**config.mk**
```make
export PLATFORM = sky130hd
export DESIGN_NAME = mux3_rr_arbiter_flat
export DESIGN_NICKNAME = d
export VERILOG_FILES = /design/src/rtl/mux3_rr_arbiter_if.sv /design/src/rtl/mux3_rr_arbiter.sv /design/src/flat_wrapper.sv
export SDC_FILE = /design/constraint.sdc
export NUM_CORES = 1
export LEC_CHECK = 0
export CAP_MARGIN = 20
export CORE_AREA = 5 5 42 44
export DETAILED_ROUTE_END_ITERATION = 6
export DIE_AREA = 0 0 47 49
export MAX_ROUTING_LAYER = met4
export PLACE_DENSITY = 0.69
export SLEW_MARGIN = 15
export SYNTH_ARGS = -nofsm -noshare
export SYNTH_HDL_FRONTEND = slang
export SYNTH_SLANG_ARGS = --single-unit
```
**constraint.sdc**
```tcl
create_clock -name clk -period 1.8 [get_ports clk]
set_input_delay 0.18 -clock clk [delete_from_list [all_inputs] [get_ports clk]]
set_output_delay 0.18 -clock clk [all_outputs]
set_load 0.05 [all_outputs]
```
**src/rtl/mux3_rr_arbiter_if.sv**
```systemverilog
// mux3_rr_arbiter_if
// Bundle of request/grant signals between the requesting stages and the
// 3-way round-robin arbiter. The arbiter takes the slave view; the
// requesters (or a testbench) take the master view.
interface mux3_rr_arbiter_if;
  logic       req_a;
  logic       req_b;
  logic       req_c;
  logic       done;
  logic       grant_a;
  logic       grant_b;
  logic       grant_c;
  logic [1:0] select;
  logic       busy;
  logic       timeout;

  modport master (
    output req_a, req_b, req_c, done,
    input  grant_a, grant_b, grant_c, select, busy, timeout
  );

  modport slave (
    input  req_a, req_b, req_c, done,
    output grant_a, grant_b, grant_c, select, busy, timeout
  );
endinterface

```
**src/rtl/mux3_rr_arbiter.sv**
```systemverilog
// mux3_rr_arbiter
// Round-robin arbiter for one shared resource behind a 3:1 mux. Drives a
// one-hot grant and the mux select (10=A, 01=B, 00=C, 00 when idle). A grant
// is held until its owner raises done or drops its request; the released
// owner then becomes lowest priority for the arbitration on that same edge.
// Optional feature: define MUX3_ARB_TIMEOUT_EN to force-release a grant after
// HOLD_MAX cycles and pulse timeout for one cycle afterwards.
module mux3_rr_arbiter #(
  parameter int HOLD_MAX = 16,
  parameter int HOLD_W   = 5
) (
  input  logic               clk,
  input  logic               arst,
  mux3_rr_arbiter_if.slave   bus
);

  typedef enum logic {IDLE, GRANT} state_e;

  localparam logic [1:0] IDX_A    = 2'd0;
  localparam logic [1:0] IDX_B    = 2'd1;
  localparam logic [1:0] IDX_C    = 2'd2;
  localparam logic [1:0] IDX_NONE = 2'd3;

  if (HOLD_MAX < 1 || HOLD_MAX > (2**HOLD_W) - 1) begin : gBadHold
    $error("HOLD_MAX must lie in 1..2**HOLD_W-1");
  end

  // First requester found when scanning A->B->C->A starting just after 'last'
  function automatic logic [1:0] pickNext(input logic [2:0] reqs, input logic [1:0] last);
    logic [1:0] o0, o1, o2, res;
    case (last)
      IDX_A:   begin o0 = IDX_B; o1 = IDX_C; o2 = IDX_A; end
      IDX_B:   begin o0 = IDX_C; o1 = IDX_A; o2 = IDX_B; end
      default: begin o0 = IDX_A; o1 = IDX_B; o2 = IDX_C; end
    endcase
    res = IDX_NONE;
    if (reqs[o2]) res = o2;
    if (reqs[o1]) res = o1;
    if (reqs[o0]) res = o0;
    return res;
  endfunction

  function automatic logic [1:0] selectOf(input logic [1:0] idx);
    case (idx)
      IDX_A:   return 2'b10;
      IDX_B:   return 2'b01;
      default: return 2'b00;
    endcase
  endfunction

  function automatic logic [2:0] oneHot(input logic [1:0] idx);
    case (idx)
      IDX_A:   return 3'b001;
      IDX_B:   return 3'b010;
      IDX_C:   return 3'b100;
      default: return 3'b000;
    endcase
  endfunction

  state_e     state_q;
  logic [2:0] grant_q;
  logic [1:0] select_q;
  logic       busy_q;
  logic [1:0] lastOwner_q;

  logic [2:0] reqVec;
  logic [1:0] ownerIdx;
  logic       ownerReq;
  logic       releaseNow;
  logic       forceNow;
  logic [1:0] arbBase;
  logic [1:0] winner_d;

`ifdef MUX3_ARB_TIMEOUT_EN
  localparam logic [HOLD_W-1:0] HOLD_LAST = HOLD_W'(HOLD_MAX - 1);
  logic [HOLD_W-1:0] holdCnt_q;
  logic              timeout_q;
`endif

  // Release decision for the current owner and the round-robin winner for this edge
  always_comb begin
    reqVec     = {bus.req_c, bus.req_b, bus.req_a};
    ownerIdx   = grant_q[0] ? IDX_A : (grant_q[1] ? IDX_B : IDX_C);
    ownerReq   = |(reqVec & grant_q);
    releaseNow = bus.done || !ownerReq;
    forceNow   = 1'b0;
`ifdef MUX3_ARB_TIMEOUT_EN
    forceNow   = !releaseNow && (holdCnt_q == HOLD_LAST);
`endif
    arbBase    = (state_q == GRANT) ? ownerIdx : lastOwner_q;
    winner_d   = pickNext(reqVec, arbBase);
  end

  // Grant FSM: all outputs are registered here so select always matches grant
  always_ff @(posedge clk or posedge arst) begin
    if (arst) begin
      state_q     <= IDLE;
      grant_q     <= 3'b000;
      select_q    <= 2'b00;
      busy_q      <= 1'b0;
      lastOwner_q <= IDX_C;
`ifdef MUX3_ARB_TIMEOUT_EN
      holdCnt_q   <= '0;
      timeout_q   <= 1'b0;
`endif
    end else begin
`ifdef MUX3_ARB_TIMEOUT_EN
      timeout_q <= 1'b0;
`endif
      case (state_q)
        IDLE: begin
          if (winner_d != IDX_NONE) begin
            state_q  <= GRANT;
            grant_q  <= oneHot(winner_d);
            select_q <= selectOf(winner_d);
            busy_q   <= 1'b1;
`ifdef MUX3_ARB_TIMEOUT_EN
            holdCnt_q <= '0;
`endif
          end
        end
        GRANT: begin
          if (releaseNow || forceNow) begin
            lastOwner_q <= ownerIdx;
`ifdef MUX3_ARB_TIMEOUT_EN
            timeout_q   <= forceNow;
            holdCnt_q   <= '0;
`endif
            if (winner_d != IDX_NONE) begin
              grant_q  <= oneHot(winner_d);
              select_q <= selectOf(winner_d);
            end else begin
              state_q  <= IDLE;
              grant_q  <= 3'b000;
              select_q <= 2'b00;
              busy_q   <= 1'b0;
            end
          end else begin
`ifdef MUX3_ARB_TIMEOUT_EN
            holdCnt_q <= holdCnt_q + HOLD_W'(1);
`endif
          end
        end
        default: state_q <= IDLE;
      endcase
    end
  end

  assign bus.grant_a = grant_q[0];
  assign bus.grant_b = grant_q[1];
  assign bus.grant_c = grant_q[2];
  assign bus.select  = select_q;
  assign bus.busy    = busy_q;
`ifdef MUX3_ARB_TIMEOUT_EN
  assign bus.timeout = timeout_q;
`else
  assign bus.timeout = 1'b0;
`endif

endmodule

```
**src/flat_wrapper.sv**
```systemverilog
// flat-port wrapper written by rule: the top's interface ports become plain ports
module mux3_rr_arbiter_flat 
#(
  parameter int HOLD_MAX = 16,
  parameter int HOLD_W   = 5
)
  (clk, arst, bus_req_a, bus_req_b, bus_req_c, bus_done, bus_grant_a, bus_grant_b, bus_grant_c, bus_select, bus_busy, bus_timeout);
  mux3_rr_arbiter_if bus_i ();
  input  logic clk;
  input  logic arst;
  input wire logic [$bits(bus_i.req_a)-1:0] bus_req_a;
  input wire logic [$bits(bus_i.req_b)-1:0] bus_req_b;
  input wire logic [$bits(bus_i.req_c)-1:0] bus_req_c;
  input wire logic [$bits(bus_i.done)-1:0] bus_done;
  output wire logic [$bits(bus_i.grant_a)-1:0] bus_grant_a;
  output wire logic [$bits(bus_i.grant_b)-1:0] bus_grant_b;
  output wire logic [$bits(bus_i.grant_c)-1:0] bus_grant_c;
  output wire logic [$bits(bus_i.select)-1:0] bus_select;
  output wire logic [$bits(bus_i.busy)-1:0] bus_busy;
  output wire logic [$bits(bus_i.timeout)-1:0] bus_timeout;
  assign bus_i.req_a = bus_req_a;
  assign bus_i.req_b = bus_req_b;
  assign bus_i.req_c = bus_req_c;
  assign bus_i.done = bus_done;
  assign bus_grant_a = bus_i.grant_a;
  assign bus_grant_b = bus_i.grant_b;
  assign bus_grant_c = bus_i.grant_c;
  assign bus_select = bus_i.select;
  assign bus_busy = bus_i.busy;
  assign bus_timeout = bus_i.timeout;
  mux3_rr_arbiter #(.HOLD_MAX(HOLD_MAX), .HOLD_W(HOLD_W)) u_core (.clk(clk), .arst(arst), .bus(bus_i));
endmodule
```
==> flow_summary_export.csv, run 1 <==
group,metric,value,unit
route,drtIter0Drc,6,
timing,relSlewSlack,0.661,
global_routing,grt_max_degree,9,
power,p_seq_frac,0.328,
setup_path,crit_type,"reg2out",
synthesis,synth_seq_cells,7,
route,postRouteAntennaNets,0,
setup_path,path_buf_inv,1,
synthesis,synthesis.area_per_instance,9.45,sq um
layout,final_area,572,sq um
global_routing,grt_pass1_wl,1640,um
synthesis,seq_area_frac_synth,0.397,
setup_path,critPathCaptureType,"output pin",
synthesis,ys.flop_type,"dfrtp_1",
power,p_leak,0.253,nW
place,gp_congestion,0.754,
timing,setup_violations,0,
timing,fin_tns_setup,0,ns
setup_path,cp_max_fo,3,
floorplan,fp.dieH,49,um
synthesis,yosys.cell_count.top_type,"dfrtp_1",
setup_path,slowest_delay,0.83,ns
power,ir_drop,0.000671,V
timing,finalCritPeriodShare,0.905,
setup_path,crit_required,1.62,ns
clock_network,cts_buffers,3,
power,p_switching,0.000388,W
setup_path,crit_slowest_cell,"clkdlybuf4s50_1",
power,clock_power_share,0.167,
power,intPower,0.000451,W
global_routing,antenna_found_initial,0,
floorplan,die_area,2300,sq um
synthesis,synth_area_leaders,"dfrtp_1 (34%), dfstp_2 (5.9%), buf_4 (5.1%)",
floorplan,fp-row-count,14,
clock_network,cts_max_level,1,
layout,n_fill_cell,149,
floorplan,initial_core_util,0.317,
layout,layout.cells.non_filler,76,
timing,drv_slew,0,
synthesis,synthCells,47,
clock_network,cts_setup_buffers,0,
clock_network,cts_root_buf,"clkbuf_4",
timing,hold_ws,0.149,ns
global_routing,gr-total-overflow,0,
power,power_density,1470,nW/um^2
setup_path,timing.critical_path.cells,"clkdlybuf4s50_1",
place,port_buffers,11,
setup_path,critPathLaunchType,"flop",
route,drc,0,
route,dr.pass1.iters,5,
floorplan,ios,13,
timing,tightestPinTransition,0.507,ns
timing,fin_crit,1.63,ns
synthesis,synth_fp_nets,53,
timing,layout_setup_ws,0.172,ns
worst_hold_path,hold_path_class,"in2async",
timing,finalHoldViolations,0,
clock_network,cts_tree,"done",
timing,grt_setup_unrepaired,"no",
power,comb_power_share,0.505,
place,post-dp-hpwl,739,um
global_routing,grt_pass1_vias,386,
clock_network,clk_latency,0.25,ns
synthesis,yosys.area.top_type,"dfrtp_1",
synthesis,ys_top_cells_by_count,"dfrtp_1 (6), inv_1 (5), nand2_1 (4), o21ai_1 (4)",
layout,drive_gt1_frac,0.233,
clock_network,clkTransAtPathRegs,0.05,ns
layout,nets,67,
synthesis,ys.warnings.count,0,
clock_network,cts_sinks,7,
place,dpl_cell_area,546,sq um
route,num_vias,374,
clock_network,ctsLongestPathBuffers,2,
power,swShare,0.462,
status,outcome,"complete, no violations",
timing,fmax,614,MHz
route,viasPerCell,4.92,
floorplan,fp.coreArea,1400,sq um
route,wirelength,928,um
place,place_ws,0.117,ns
clock_network,holdBufCountCts,0,
synthesis,synth.distinct_cells,27,
layout,antenna_cells,0,
setup_path,cp_top_family,"buffers and inverters",
route,wl_per_cell,12.2,um
synthesis,synth_top_area_share,0.338,
synthesis,async_flop_share,1.00,
synthesis,syn-cell-area,444,sq um
layout,area_delta_synth_final,28.7,%
floorplan,die_x,47,um
run,max_cap_violations,0,
global_routing,grt_usage,0.103,
timing,fin_skew,0.00576,ns
synthesis,synth_edf_count,0,
clock_network,post_cts_resized,0,
place,dp_cells,72,
setup_path,cp.arrival,1.45,ns
[power by group through the flow]
stage / sequential (W) / clock [W] / combinational [W]
6_report: 0.000275 / 0.000140 / 0.000424
5_1_grt: 0.000290 / 0.000165 / 0.000452
4_1_cts: 0.000275 / 0.000145 / 0.000429
3_5_place_dp: 0.000277 / 0 / 0.000428
3_3_place_gp: 0.000279 / 0 / 0.000425
2_1_floorplan: 0.000357 / 0 / 0.000240
[worst reg2reg max path, stage by stage, from the launching register on]
cell,delay [ns]
dfrtp_1,0.45
buf_4,0.18
or2_1,0.21
a31oi_1,0.16
o22ai_1,0.17
o32ai_2,0.28
a21o_1,0.11
[path summary, 6_finish.rpt]
path	startpoint	to	slack (ns)	depth (start not counted)
max	u_core.grant_q[2]	bus_grant_c	0.17	1
min	arst	u_core.bus.busy	0.15	2
max reg2reg	u_core.state_q	u_core.grant_q[2]	0.17	6
min reg2reg	u_core.lastOwner_q[0]	u_core.lastOwner_q[0]	0.51	2
max in group asynchronous	arst	u_core.lastOwner_q[1]	1.39	2
min in group clk	u_core.lastOwner_q[0]	u_core.lastOwner_q[0]	0.51	2
[cell type report]
class / count / area (sq um) / share of cell area
clock buffer: 4 / 26.3 / 0.0460
inverter: 5 / 18.8 / 0.0328
multi-input combinational: 31 / 215 / 0.376
sequential: 7 / 176 / 0.309
tap: 16 / 20.0 / 0.0350
timing repair buffer: 13 / 115 / 0.201
[cells in the final DEF, fill, tap and decap left out]
| cell type | Yosys | final |
|---|---|---|
| a2111oi_2 | 1 | 1 |
| a211oi_2 | 1 | 1 |
| a21o_1 | 1 | 1 |
| a21oi_1 | 1 | 1 |
| a222oi_1 | 1 | 1 |
| a31oi_1 | 1 | 1 |
| a32o_1 | 1 | 1 |
| and2b_1 | 1 | 1 |
| buf_4 | 3 | 6 |
| clkbuf_1 | 0 | 1 |
| clkbuf_4 | 0 | 3 |
| clkdlybuf4s50_1 | 0 | 7 |
| conb_1 | 1 | 1 |
| dfrtp_1 | 6 | 6 |
| dfstp_2 | 1 | 1 |
| inv_1 | 5 | 5 |
| maj3_1 | 1 | 1 |
| mux2_1 | 1 | 1 |
| nand2_1 | 4 | 4 |
| nand2_2 | 1 | 1 |
| nand2b_1 | 1 | 1 |
| nor2_1 | 3 | 3 |
| nor3_1 | 1 | 1 |
| o21ai_1 | 4 | 4 |
| o22ai_1 | 2 | 2 |
| o2bb2ai_1 | 1 | 1 |
| o32ai_2 | 1 | 1 |
| or2_1 | 1 | 1 |
| or3b_1 | 1 | 1 |
[flip-flops by register name (all words and copies together), names as in the netlist]
register	cells
u_core.grant_q	2
u_core.lastOwner_q	2
u_core.bus.busy	1
u_core.bus.select	1
u_core.state_q	1
[metal layers]
metal | GRT usage | wire, um
met4 | 0.0553 | 13
met1 | 0.139 | 428
met2 | 0.124 | 413
met5 | - | 0
met3 | 0.0480 | 73
[metrics by stage]
step,util,power [W]
after floorplan,-,0.000597
after global placement,0.389,0.000704
after detailed placement,0.389,0.000705
after CTS,0.408,0.000849
after global routing,0.408,0.000907
final,0.408,0.000839
[kinds of logic (layout without fill, tap and decap cells)]
group | count (synthesis) | count (layout) | share of synthesized area
AND/OR/NAND/NOR | 13 | 13 | 0.149
AO/OA/AOI/OAI | 15 | 15 | 0.279
adder cells (fa/ha/maj) | 1 | 1 | 0.0225
other | 1 | 1 | 0.00844
flip-flops | 7 | 7 | 0.397
buffers and inverters | 9 | 22 | 0.118
multiplexers | 1 | 1 | 0.0254
(Power assumes the default switching activity.)
==> inputs of run 2 (changes only) <==
SLEW_MARGIN = 20   (was 15)
==> results of run 2 <==
Final layout, timing and power as in run 1 (identical DEF).
